$ cat src/rtl/uart_pkg.sv
// uart_pkg: shared types and constants for the oversampling UART receiver
package uart_pkg;
  typedef enum logic [2:0] {IDLE, START, DATA, PARITY, STOP, WAIT_IDLE} rx_state_e;
  typedef struct packed {
    logic       frame_err;
    logic       parity_err;
    logic [7:0] data;
  } rx_entry_t;
  localparam int DATA_BITS_MIN = 5;
  localparam int VOTE_LO = -1;
  localparam int VOTE_HI = 1;
  function automatic logic maj3(input logic a, input logic b, input logic c);
    return (a & b) | (a & c) | (b & c);
  endfunction
endpackage

$ cat src/rtl/uart_sync_fifo.sv
// uart_sync_fifo: show-ahead synchronous FIFO; push into a full FIFO only lands when a pop frees the slot
module uart_sync_fifo #(
  parameter int WIDTH = 10,
  parameter int DEPTH = 16
) (
  input  logic                     clk,
  input  logic                     rst_n,
  input  logic                     push_i,
  input  logic [WIDTH-1:0]         din_i,
  input  logic                     pop_i,
  output logic [WIDTH-1:0]         dout_o,
  output logic                     full_o,
  output logic                     empty_o,
  output logic [$clog2(DEPTH):0]   level_o
);
  localparam int AW = $clog2(DEPTH);
  logic [WIDTH-1:0] mem_q [DEPTH];
  logic [AW-1:0] wp_q, rp_q;
  logic [AW:0] cnt_q, cnt_d;
  logic wr, rd;
  assign full_o = cnt_q == (AW+1)'(DEPTH);
  assign empty_o = cnt_q == '0;
  assign wr = push_i && (!full_o || pop_i);
  assign rd = pop_i && !empty_o;
  assign cnt_d = (wr && !rd) ? cnt_q + 1'b1 : (rd && !wr) ? cnt_q - 1'b1 : cnt_q;
  assign dout_o = empty_o ? '0 : mem_q[rp_q];
  assign level_o = cnt_q;
  always_ff @(posedge clk) begin
    if (!rst_n) begin
      wp_q <= '0;
      rp_q <= '0;
      cnt_q <= '0;
    end else begin
      if (wr) wp_q <= wp_q + 1'b1;
      if (rd) rp_q <= rp_q + 1'b1;
      cnt_q <= cnt_d;
    end
  end
  always_ff @(posedge clk) if (wr) mem_q[wp_q] <= din_i;
endmodule

$ cat src/rtl/uart_rx_fifo.sv
// uart_rx_fifo: oversampling UART receiver with majority vote, error/break/overrun detection and RX FIFO
module uart_rx_fifo
  import uart_pkg::*;
#(
  parameter int OVERSAMPLE  = 16,
  parameter int FIFO_DEPTH  = 16,
  parameter int RTS_THRESH  = 12,
  parameter int SYNC_STAGES = 2
) (
  input  logic                          clk,
  input  logic                          rst_n,
  input  logic                          tick,
  input  logic                          rx,
  input  logic [1:0]                    data_bit_num,
  input  logic                          stop_bit_num,
  input  logic                          parity_en,
  input  logic                          parity_type,
  input  logic                          rd_en,
  output logic [7:0]                    rd_data,
  output logic                          rd_parity_err,
  output logic                          rd_frame_err,
  output logic                          empty,
  output logic                          full,
  output logic [$clog2(FIFO_DEPTH):0]   level,
  output logic                          rts_n,
  output logic                          overrun,
  output logic                          break_det,
  input  logic                          err_clr
);
  localparam int SW = $clog2(OVERSAMPLE);
  localparam int LW = $clog2(FIFO_DEPTH) + 1;
  localparam logic [SW-1:0] S_LAST = SW'(OVERSAMPLE - 1);
  localparam logic [SW-1:0] S_V0 = SW'(OVERSAMPLE / 2 + VOTE_LO);
  localparam logic [SW-1:0] S_V1 = SW'(OVERSAMPLE / 2);
  localparam logic [SW-1:0] S_V2 = SW'(OVERSAMPLE / 2 + VOTE_HI);
  logic [SYNC_STAGES-1:0] sync_q;
  logic rx_s, rx_prev_q;
  rx_state_e state_q;
  logic [SW-1:0] s_q;
  logic [2:0] idx_q;
  logic [3:0] nbits_q;
  logic [7:0] data_q;
  logic stop2_q, pen_q, ptype_q, v0_q, v1_q, pbit_q, perr_q, ferr_q, stop_idx_q;
  logic push_q, overrun_q, break_q, rts_q;
  rx_entry_t entry_q, head;
  logic vote, decide, brk, ovr_set;
  assign rx_s = sync_q[SYNC_STAGES-1];
  assign decide = tick && s_q == S_V2;
  assign vote = maj3(v0_q, v1_q, rx_s);
  // break: all-zero data, zero parity (if any) and a zero first stop bit
  assign brk = state_q == STOP && decide && !stop_idx_q && !vote && data_q == '0 && !(pen_q && pbit_q);
  assign ovr_set = push_q && full && !rd_en;
  always_ff @(posedge clk) begin
    if (!rst_n) begin
      sync_q <= '1;
      rx_prev_q <= 1'b1;
      state_q <= IDLE;
      s_q <= '0;
      idx_q <= '0;
      nbits_q <= 4'(DATA_BITS_MIN);
      data_q <= '0;
      {stop2_q, pen_q, ptype_q, v0_q, v1_q, pbit_q, perr_q, ferr_q, stop_idx_q} <= '0;
      push_q <= 1'b0;
      entry_q <= '0;
    end else begin
      sync_q <= {sync_q[SYNC_STAGES-2:0], rx};
      rx_prev_q <= rx_s;
      push_q <= 1'b0;
      if (tick) s_q <= (s_q == S_LAST) ? '0 : s_q + 1'b1;
      if (tick && s_q == S_V0) v0_q <= rx_s;
      if (tick && s_q == S_V1) v1_q <= rx_s;
      case (state_q)
        IDLE: if (rx_prev_q && !rx_s) begin
          state_q <= START;
          s_q <= '0;
          nbits_q <= 4'(data_bit_num) + 4'(DATA_BITS_MIN);
          stop2_q <= stop_bit_num;
          pen_q <= parity_en;
          ptype_q <= parity_type;
          data_q <= '0;
          idx_q <= '0;
          {pbit_q, perr_q, ferr_q, stop_idx_q} <= '0;
        end
        START: if (decide) state_q <= vote ? IDLE : DATA;
        DATA: if (decide) begin
          data_q[idx_q] <= vote;
          idx_q <= idx_q + 1'b1;
          if (idx_q == 3'(nbits_q - 4'd1)) state_q <= pen_q ? PARITY : STOP;
        end
        PARITY: if (decide) begin
          pbit_q <= vote;
          perr_q <= vote != ((^data_q) ^ ptype_q);
          state_q <= STOP;
        end
        STOP: if (decide) begin
          if (brk || stop_idx_q || !stop2_q) begin
            push_q <= 1'b1;
            entry_q.frame_err <= ferr_q | ~vote;
            entry_q.parity_err <= perr_q & ~brk;
            entry_q.data <= data_q;
            state_q <= (ferr_q | ~vote) ? WAIT_IDLE : IDLE;
            s_q <= '0;
          end else begin
            ferr_q <= ~vote;
            stop_idx_q <= 1'b1;
          end
        end
        WAIT_IDLE: if (!rx_s) s_q <= '0; else if (tick && s_q == S_LAST) state_q <= IDLE;
        default: state_q <= IDLE;
      endcase
    end
  end
  always_ff @(posedge clk) begin
    if (!rst_n) begin
      overrun_q <= 1'b0;
      break_q <= 1'b0;
      rts_q <= 1'b0;
    end else begin
      overrun_q <= ovr_set | (overrun_q & ~err_clr);
      break_q <= brk | (break_q & ~err_clr);
      rts_q <= level >= LW'(RTS_THRESH);
    end
  end
  uart_sync_fifo #(.WIDTH($bits(rx_entry_t)), .DEPTH(FIFO_DEPTH)) u_fifo (
    .clk(clk),
    .rst_n(rst_n),
    .push_i(push_q),
    .din_i(entry_q),
    .pop_i(rd_en),
    .dout_o(head),
    .full_o(full),
    .empty_o(empty),
    .level_o(level)
  );
  assign rd_data = head.data;
  assign rd_parity_err = head.parity_err;
  assign rd_frame_err = head.frame_err;
  assign rts_n = rts_q;
  assign overrun = overrun_q;
  assign break_det = break_q;
endmodule

$ cat config.mk
export PLATFORM = sky130hd
export DESIGN_NAME = uart_rx_fifo
export DESIGN_NICKNAME = d
export VERILOG_FILES = /design/src/rtl/uart_pkg.sv /design/src/rtl/uart_sync_fifo.sv /design/src/rtl/uart_rx_fifo.sv
export SDC_FILE = /design/constraint.sdc
export NUM_CORES = 1
export LEC_CHECK = 0
export BUFFER_PORTS_ARGS = -buffer_cell sky130_fd_sc_hd__buf_2
export CORE_AREA = 2 2 288 148
export DETAILED_ROUTE_END_ITERATION = 16
export DIE_AREA = 0 0 290 150
export PLACE_DENSITY = 0.45
export SYNTH_ARGS = -nofsm -noshare
export SYNTH_HDL_FRONTEND = slang
export SYNTH_SLANG_ARGS = --single-unit
export TNS_END_PERCENT = 50
$ cat constraint.sdc
create_clock -name clk -period 3.2 [get_ports clk]
set_clock_uncertainty 0.1 [all_clocks]
set_input_delay 0.32 -clock clk [delete_from_list [all_inputs] [get_ports clk]]
set_output_delay 0.32 -clock clk [all_outputs]
set_load 0.02 [all_outputs]
### Word level (Yosys, flattened, before mapping)

Memory sizes are Yosys's and may differ from the RTL's. A register that Yosys moved wholly into a read port is not among the register bits.
Cells that the tools add are included.

| storage, ports and cells | value |
|---|---|
| bits in registers | 60 |
| RAM bits | 160 |
| bits of input ports | 11 |
| output and inout bits | 20 |
| word-level logic and storage cells | 169 |
| memories | 1 |

| operators by class | value |
|---|---|
| add/sub/neg operators | 8 |
| magnitude comparators | 3 |
| eq/ne operators | 22 |
| multiplexer cells | 48 |
| bitwise logic cells | 15 |
| reduce and logical (&&, ||, !) cells | 46 |

Memory list:

| memory | words | bits a word | read ports | clocked after Yosys merged registers in | write ports | line | source |
|---|---|---|---|---|---|---|---|
| u_fifo.mem_q | 16 | 10 | 1 | 1 | 1 | uart_sync_fifo.sv:17 | `logic [WIDTH-1:0] mem_q [DEPTH];` |

Operators by type and width:

| cell | count |
|---|---|
| 3-bit two-way mux | 13 |
| 4-bit two-way mux | 8 |
| 1-bit logical AND | 18 |
| 2-bit != test (second input constant) | 9 |
| 3-bit one-hot mux with 6 select lines | 1 |
| 8-bit two-way mux | 2 |
| 8-bit one-hot mux with 2 select lines | 1 |
| 4-bit by 1-bit adder with 4-bit output (second input constant) | 3 |
| 4-bit equality test (second input constant) | 3 |
| 4-bit one-hot mux with 3 select lines | 1 |
| 3-bit AND reduction | 4 |
| 1-bit two-way mux | 11 |
| 1-bit zero test | 10 |
| 10-bit two-way mux | 1 |
| 5-bit two-way mux | 2 |
| 9-bit AND reduction | 1 |
| 8-bit bitwise mux | 1 |
| 8-bit zero test | 1 |
| 1-bit one-hot mux with 2 select lines | 4 |
| 2-bit nonzero test | 4 |
| 8-bit parity | 1 |
| 1-bit AND | 6 |
| 3-bit by 2-bit equality test with 1-bit output (second input constant) | 2 |
| 3-bit equality test (second input constant) | 2 |
| 25 further kinds | 33 |

### Logic depth before layout (Yosys ltp)

Gate-level depths: netlist (run 1).

| depth | value |
|---|---|
| depth in word-level cells | 12 |
| gate-level depth with buffers | 13 |
| mapped depth without buffers | 13 |

### Cells and area by module

From an unflattened synthesis (run 1), not the netlist that was laid out.

| second synthesis, totals | value |
|---|---|
| cells, all modules | 635 |
| area, all modules | 9,409.0 um^2 |

Modules (own cells, without submodules):

| module | times used | cells each | area an instance (um^2) | sequential area each (um^2) |
|---|---|---|---|---|
| uart_sync_fifo | 1 | 365 | 7,081.8 | 5,144.9 |
| uart_rx_fifo | 1 | 270 | 2,327.2 | 940.9 |

### Least setup slack after synthesis (run 1)

No wires, ideal clock.

| timing | value |
|---|---|
| path type | reg2reg |
| start | register u_fifo.cnt_q[2] (netlist: u_fifo.level_o[2]) |
| end | register u_fifo.cnt_q[4] (netlist: u_fifo.level_o[4]) |
| setup time | 128 ps |
| arrival | 2,803 ps |
| required time | 2,972 ps |
| slack | 169 ps |
| cell stages (with the launch flop) | 14 |
| path buffers | 0 |
| clock period less this slack | 3,031 ps |
| cells stage by stage | dfxtp_1 nor4_1 nand2_1 o21ai_1 clkinv_1 ha_1 inv_1 ha_1 nor2b_1 o21a_1 or3_1 a21oi_1 xnor2_1 nor2_1 |

| on the way | value |
|---|---|
| cells in the longest elaborated chain, start to end | 7 |
| elaborated cells between the ends (all ways) | 16 |
| those cells by class | 2 x add/sub; 1 x eq/ne; 2 x mux; 11 x reduce/logical |

RTL lines:

| what | line | source |
|---|---|---|
| start: declaration | uart_sync_fifo.sv:19 | `logic [AW:0] cnt_q, cnt_d;` |
| start signal: assignment | uart_sync_fifo.sv:36 | `cnt_q <= cnt_d;` |
| 5-bit equality test (*) | uart_sync_fifo.sv:21 | `assign full_o = cnt_q == (AW+1)'(DEPTH);` |
| 1-bit zero test (*) | uart_sync_fifo.sv:23 | `assign wr = push_i && (!full_o \|\| pop_i);` |
| 1-bit logical OR (*) | uart_sync_fifo.sv:23 |  |
| 1-bit logical AND (*) | uart_sync_fifo.sv:23 |  |
| named net u_fifo.wr | uart_sync_fifo.sv:20 | `logic wr, rd;` |
| 1-bit zero test | uart_sync_fifo.sv:25 | `assign cnt_d = (wr && !rd) ? cnt_q + 1'b1 : (rd && !wr) ? cnt_q - 1'b1 : cnt_q;` |
| 1-bit logical AND | uart_sync_fifo.sv:25 |  |
| 2-bit nonzero test (no source line) | n/a |  |

The timed path passes the listed nets; every way through them passes the cells marked *. The select of a mux whose other input is x is not followed.
A chain may end at the register's enable or synchronous reset.

==> results of run 1 <==
worst max-delay path, cell delays in order, from the launching register on:
cell	delay (ns)
dfxtp_2	0.38
buf_12	0.24
mux4_2	0.60
mux4_2	0.52
nor2b_1	0.15
buf_2	0.15
Yosys cell counts, drive strengths merged (3+ instances only):
cell type	instances	area [sq um]
edfxtp	160	4800
dfxtp	64	1280
nor2	64	240
mux4	50	1130
a21oi	32	160
inv	23	86.3
nand2	23	86.3
clkbuf	20	75.1
ha	19	238
nor2b	19	119
nand3	18	90.1
and2	17	106
buf	13	66.3
xor2	12	105
xnor2	10	87.6
mux2i	8	80.1
nand4	7	43.8
nand2b	6	37.5
nor3	6	35.0
o21ai	6	30.0
a31oi	5	31.3
or3	4	25.0
and3	3	18.8
nor3b	3	22.5
o211ai	3	36.3
o21a	3	22.5
state kept, by name (all words and copies together), names as in the netlist, 2 cells and up, named ones only:
name and cells:
u_fifo.wp_q 4, data_q 8, entry_q 10, nbits_q 3, idx_q 3, u_fifo.rp_q 4, sync_q 2, s_q 4
u_fifo.level_o 5, u_fifo.mem_q 160, state_q 3
worst paths after layout:
kind,from,endpoint,slack (ns)
worst min register to register,sync_q[0],sync_q[1],0.32
worst max register to register,u_fifo.level_o[1],u_fifo.level_o[4],0.32
worst min-delay path,rst_n,rx_prev_q,0.04
worst max-delay path,flop,rd_data[5],0.18
per-layer routing:
layer / vias up / GRT usage / wire (um)
li1: 2401 / - / -
met2: 118 / 0.134 / 8080
met5: - / 0 / 0
met3: 22 / 0.0235 / 1140
met1: 2594 / 0.162 / 11700
met4: 0 / 0.0188 / 325
metrics by stage:
stage | util | hold slack (ns) | setup slack, ns
floorplan | - | 0.286 | 0.169
global placement | 0.247 | 0.296 | 0.275
detailed placement | 0.247 | 0.302 | 0.261
CTS | 0.266 | 0.0165 | 0.134
global route | 0.266 | 0.0247 | 0.0247
finish | 0.266 | 0.0391 | 0.185
cells by family after synthesis:
| logic type | after synthesis | share of synthesized area |
|---|---|---|
| XOR/XNOR | 22 | 0.0207 |
| adder cells (fa/ha/maj) | 21 | 0.0292 |
| flip-flops | 224 | 0.654 |
| AND/OR/NAND/NOR | 179 | 0.0972 |
| AO/OA/AOI/OAI | 59 | 0.0430 |
| multiplexers | 59 | 0.131 |
| buffers and inverters | 57 | 0.0249 |
report_power, final:
part,internal (uW),switching [uW],leakage (uW)
Clock,1570,1170,0.000362
Combinational,529,687,0.00126
Sequential,3140,99.6,0.00212
layout make-up:
cell class / instances / area share
flip-flops and latches: 224 / 0.555
repair buffers: 50 / 0.0319
well taps: 550 / 0.0627
clock inverters: 18 / 0.0163
inverters: 24 / 0.00821
clock buffers: 24 / 0.0528
multi-input cells: 340 / 0.273
what timing repair did:
| action | 4_1_cts | 5_1_grt |
|---|---|---|
| endpoints found under the setup margin | 0 | 1 |
| resized for setup | 0 | 1 |
| hold endpoints to repair | 5 | 0 |
| hold buffers | 5 | 0 |
layout by cell type (no fill, tap or decap), drive strengths merged, types with 3 or more instances in the layout:
| master | count |
|---|---|
| a21oi | 32 |
| a31oi | 5 |
| and2 | 17 |
| and3 | 3 |
| buf | 45 |
| bufinv | 3 |
| clkbuf | 24 |
| clkinv | 9 |
| clkinvlp | 3 |
| dfxtp | 64 |
| dlygate4sd3 | 5 |
| edfxtp | 160 |
| ha | 19 |
| inv | 27 |
| mux2i | 8 |
| mux4 | 50 |
| nand2 | 23 |
| nand2b | 6 |
| nand3 | 18 |
| nand4 | 7 |
| nor2 | 64 |
| nor2b | 19 |
| nor3 | 6 |
| nor3b | 3 |
| o211ai | 3 |
| o21a | 3 |
| o21ai | 6 |
| or3 | 4 |
| xnor2 | 10 |
| xor2 | 12 |
==> flow_summary.yaml, run 1 <==
yosys:
  seq_area_frac_synth: 0.654
  synth_edf_count: 160
  synth_cells: 621
  ys.flop_type: "edfxtp_1"
  syn-cell-area_sq_um: 9300
  synth_async_sr_flop_share: 0
  synth_nets: 652
  ys_types: 52
  yosysWarnings: 0
  ys_ff_latch: 224
  syn_area_per_cell_sq_um: 15.0
timing:
  maxSlewHeadroom: 0.394
  rsz0062_at_grt: "false"
  final_max_slew_viol_count: 0
  post-route-period-util: 0.942
  post-route-min-period_ns: 3.02
  setup_viol: 0
  fmax_mhz: 332
  hold_violations: 0
  max_slew.worst_pin.slew_ns: 0.909
  fin_tns_setup_ns: 0
clocking:
  cts_setup_buffers: 0
  cts_buffers: 23
  cts_max_level: 1
  root_buffer: "clkbuf_16"
  cts_buffer_depth: 3
  cts_sinks: 224
  cts_tree: "yes"
  path_clk_slew_ns: 0.07
  insertion_delay_ns: 0.52
final_layout:
  diodes: 0
  fillers: 4201
  drive_above_1_share: 0.212
  final_area_sq_um: 11000
  nets: 694
  seq_area_sq_um: 6090
  synthToLayoutAreaGrowth_pct: 17.9
  multi_input_area_sq_um: 2990
  fin_cells: 1230
worst_setup_path:
  arrival_ns: 2.60
  critPathMaxFanout: 25
  crit_path_start_kind: "flop"
  cp.required_ns: 2.78
  reg2regPathDepth: 13
  critical_path_class: "reg -> out"
  end_kind: "primary output"
grt:
  grt_pass1_wl_um: 33100
  antenna_found_initial: 0
  grt_usage: 0.101
  grt_pass1_vias: 5026
  overflow: 0
  grt_max_degree: 27
placed_design:
  gp_congestion: 0.751
  post_dp_cell_area_sq_um: 10200
  dp_hpwl_um: 14300
  portBuffers: 30
  place_inst: 1183
routing:
  drc: 0
  wl_um: 21300
  wl_per_cell_um: 17.3
  viasPerCell: 4.17
  via_count: 5135
  firstDrtPassIters: 4
  antenna_left: 0
  drtIter0Drc: 382
die:
  die_x_um: 290
  die_h_um: 150
  io_pins: 31
  core_sq_um: 41200
  rows: 53
  initial_core_util: 0.226
  dieArea_sq_um: 43500
power:
  total_power_uw: 7200
  ir_drop_v: 0.000386
  powerDensity_nw_per_um2: 656
  leakagePower_uw: 0.00375
worst_hold_path:
  hold_depth: 2
  min_path_type: "in -> reg"
run:
  drv_cap: 0
status:
  status: "finished clean"
Note: power is estimated with default switching activity, not from simulation.
==> run 2, diff against run 1 <==
--- a/config.mk
+++ b/config.mk
@@ -6,10 +6,11 @@
 export NUM_CORES = 1
 export LEC_CHECK = 0
 export BUFFER_PORTS_ARGS = -buffer_cell sky130_fd_sc_hd__buf_2
-export CORE_AREA = 2 2 288 148
+export CORE_AREA = 2 2 177 92
 export DETAILED_ROUTE_END_ITERATION = 16
-export DIE_AREA = 0 0 290 150
-export PLACE_DENSITY = 0.45
+export DIE_AREA = 0 0 179 94
+export MAX_ROUTING_LAYER = met4
+export PLACE_DENSITY = 0.88
 export SYNTH_ARGS = -nofsm -noshare
 export SYNTH_HDL_FRONTEND = slang
 export SYNTH_SLANG_ARGS = --single-unit
==> run 2 against run 1 <==
Effect of this change:
- sequential power about the same
- highest routed layer unchanged
- fmax shrank 1.5%
- global-route usage up 15 points
- sequential share of layout area increased by 3.3 points
- critical path depth increased by 8
==> flow_summary.yaml, run 2 (synthesized netlist as in run 1, its figures left out) <==
final_layout:
  reg_top3: "u_fifo.mem_q x160, entry_q x10, data_q x8"
  largest_reg_flops: 160
  fin_cells: 871
  synthToLayoutAreaGrowth_pct: 11.2
  layout_common_cells: "edfxtp_1 (160), nor2_1 (64), dfxtp_1 (63)"
  mostFrequentLayoutCell: "edfxtp_1"
  top_register: "u_fifo.mem_q"
  fillers: 963
  nets: 684
  drive_above_1_share: 0.202
  diodes: 0
timing:
  hold_slack_ns: 0.0465
  hold_violations: 0
  setup_viol: 0
  max_slew.worst_pin.slew_ns: 0.847
  final_max_slew_viol_count: 0
  fmax_mhz: 327
  maxSlewHeadroom: 0.435
  post-route-min-period_ns: 3.06
  post-route-period-util: 0.957
die:
  die_h_um: 94
  rows: 32
  initial_core_util: 0.613
  io_pins: 31
  core_sq_um: 15200
  dieArea_sq_um: 16800
  die_x_um: 179
worst_setup_path:
  cp_slowest_cell: "dfxtp_1"
  crit_end: "u_fifo.level_o[4]"
  reg2reg_from: "u_fifo.level_o[2]"
  reg2regPathDepth: 13
  max_stage_delay_ns: 0.38
  timing.rr.end: "u_fifo.level_o[4]"
  crit_path_start_kind: "flop"
  critPathMaxFanout: 5
  path_cells: "nor4_4 -> nor2b_2 -> nor2b_2 -> inv_1 -> ha_1 -> inv_1 -> ha_1 -> nor2b_1 -> o21a_1 -> or3_1 -> a21oi_1 -> xnor2_1 -> nor2_1"
  end_kind: "flop"
  arrival_ns: 3.32
  critical_path_class: "reg -> reg"
  cp-startpoint: "u_fifo.level_o[2]"
  reg2reg_slack_ns: 0.14
  cp.required_ns: 3.46
grt:
  antenna_found_initial: 0
  overflow: 0
  grt_pass1_wl_um: 30600
  grt_pass1_vias: 5306
  grt_usage: 0.253
  grt_max_degree: 41
power:
  combPwrFrac: 0.177
  internal-power_uw: 4940
  clock_power_share: 0.343
  pwr-share-seq: 0.480
  powerDensity_nw_per_um2: 653
  ir_drop_v: 0.000446
  switching_share: 0.270
  p_switching_uw: 1820
  leakagePower_uw: 0.00366
routing:
  viasPerCell: 6.17
  wl_per_cell_um: 22.2
  via_count: 5371
  wl_um: 19400
  firstDrtPassIters: 5
  antenna_left: 0
  drc: 0
  drtIter0Drc: 787
run:
  drv_cap: 0
clocking:
  cts_setup_buffers: 0
  cts_buffers: 20
  cts_buffer_depth: 3
  cts_max_level: 1
  cts_tree: "yes"
  root_buffer: "clkbuf_16"
  path_clk_slew_ns: 0.06
  cts_sinks: 224
  insertion_delay_ns: 0.48
worst_hold_path:
  min_path_type: "in -> reg"
  hold_depth: 2
placed_design:
  portBuffers: 30
  gp_congestion: 0.873
  place_inst: 830
  dp_hpwl_um: 11600
status:
  status: "finished clean"
## run 2: cell types whose count changed in the layout (fill, tap and decap cells not counted), moves of 2 or more
cell | previous run | this run
clkinv_1 | 8 | 2
bufinv_16 | 3 | 1
inv_6 | 3 | 0
clkbuf_16 | 23 | 21
clkinv_2 | 1 | 6
nor2b_2 | 0 | 2
nor2b_1 | 19 | 17
clkbuf_1 | 1 | 6
buf_4 | 12 | 6
## run 2: power by group through the flow
stage	clock network, uW	logic [uW]	registers [uW]
6_report	2320	1200	3250
5_1_grt	2440	1310	3260
4_1_cts	2340	1180	3230
3_5_place_dp	0	1160	3290
3_3_place_gp	0	1140	3290
2_1_floorplan	0	854	3280
## run 2: stage by stage
stage / TNS, ns / setup slack [ns] / utilization / power (uW) / area (sq um)
finish: 0 / 0.139 / 0.682 / 6760 / 10300
global route: -0.0474 / -0.0474 / 0.682 / 7010 / 10300
CTS: 0 / 0.123 / 0.680 / 6750 / 10300
detailed placement: 0 / 0.157 / 0.636 / 4450 / 9650
global placement: 0 / 0.320 / 0.636 / 4420 / 9650
floorplan: 0 / 0.169 / - / 4130 / 9300
## run 2: critical path, delay by kind of cell (launching register included)
family                   cells  cell delay (ns)
AO/OA/AOI/OAI                2             0.41
XOR/XNOR                     1             0.15
adder cells (fa/ha/maj)      2             0.55
buffers and inverters        2             0.19
flip-flops                   1             0.38
AND/OR/NAND/NOR              6             1.16
## run 2: repair_timing
action,CTS,global route
endpoints found under the hold margin,5,0
setup endpoints to repair,0,1
hold buffers,5,0
resized for setup,0,6
## run 2: final cells by class
| type | instances | area [sq um] | share of cell area |
|---|---|---|---|
| Inverter | 24 | 90.1 | 0.00870 |
| Sequential cell | 224 | 6090 | 0.588 |
| Clock inverter | 9 | 71.3 | 0.00689 |
| Tap cell | 204 | 255 | 0.0247 |
| Clock buffer | 27 | 548 | 0.0529 |
| Multi-Input combinational cell | 340 | 3010 | 0.291 |
| Timing Repair Buffer | 43 | 285 | 0.0276 |
## run 2: how the worst min path moves through the flow
stage               startpoint        end  slack (ns)
floorplan            sync_q[0]  sync_q[1]        0.29
global route             rst_n  rx_prev_q        0.06
CTS                      rst_n  sync_q[0]        0.05
detailed placement   sync_q[0]  sync_q[1]        0.31
global placement     sync_q[0]  sync_q[1]        0.29
finish                   rst_n  sync_q[0]        0.05
## run 2: routing by layer
layer / vias to the layer above / global-route usage / wire length [um]
met3: 45 / 0.0380 / 1500
met1: 2657 / 0.367 / 8430
li1: 2385 / - / -
met4: 0 / 0.0583 / 435
met5: - / - / 0
met2: 284 / 0.385 / 9000
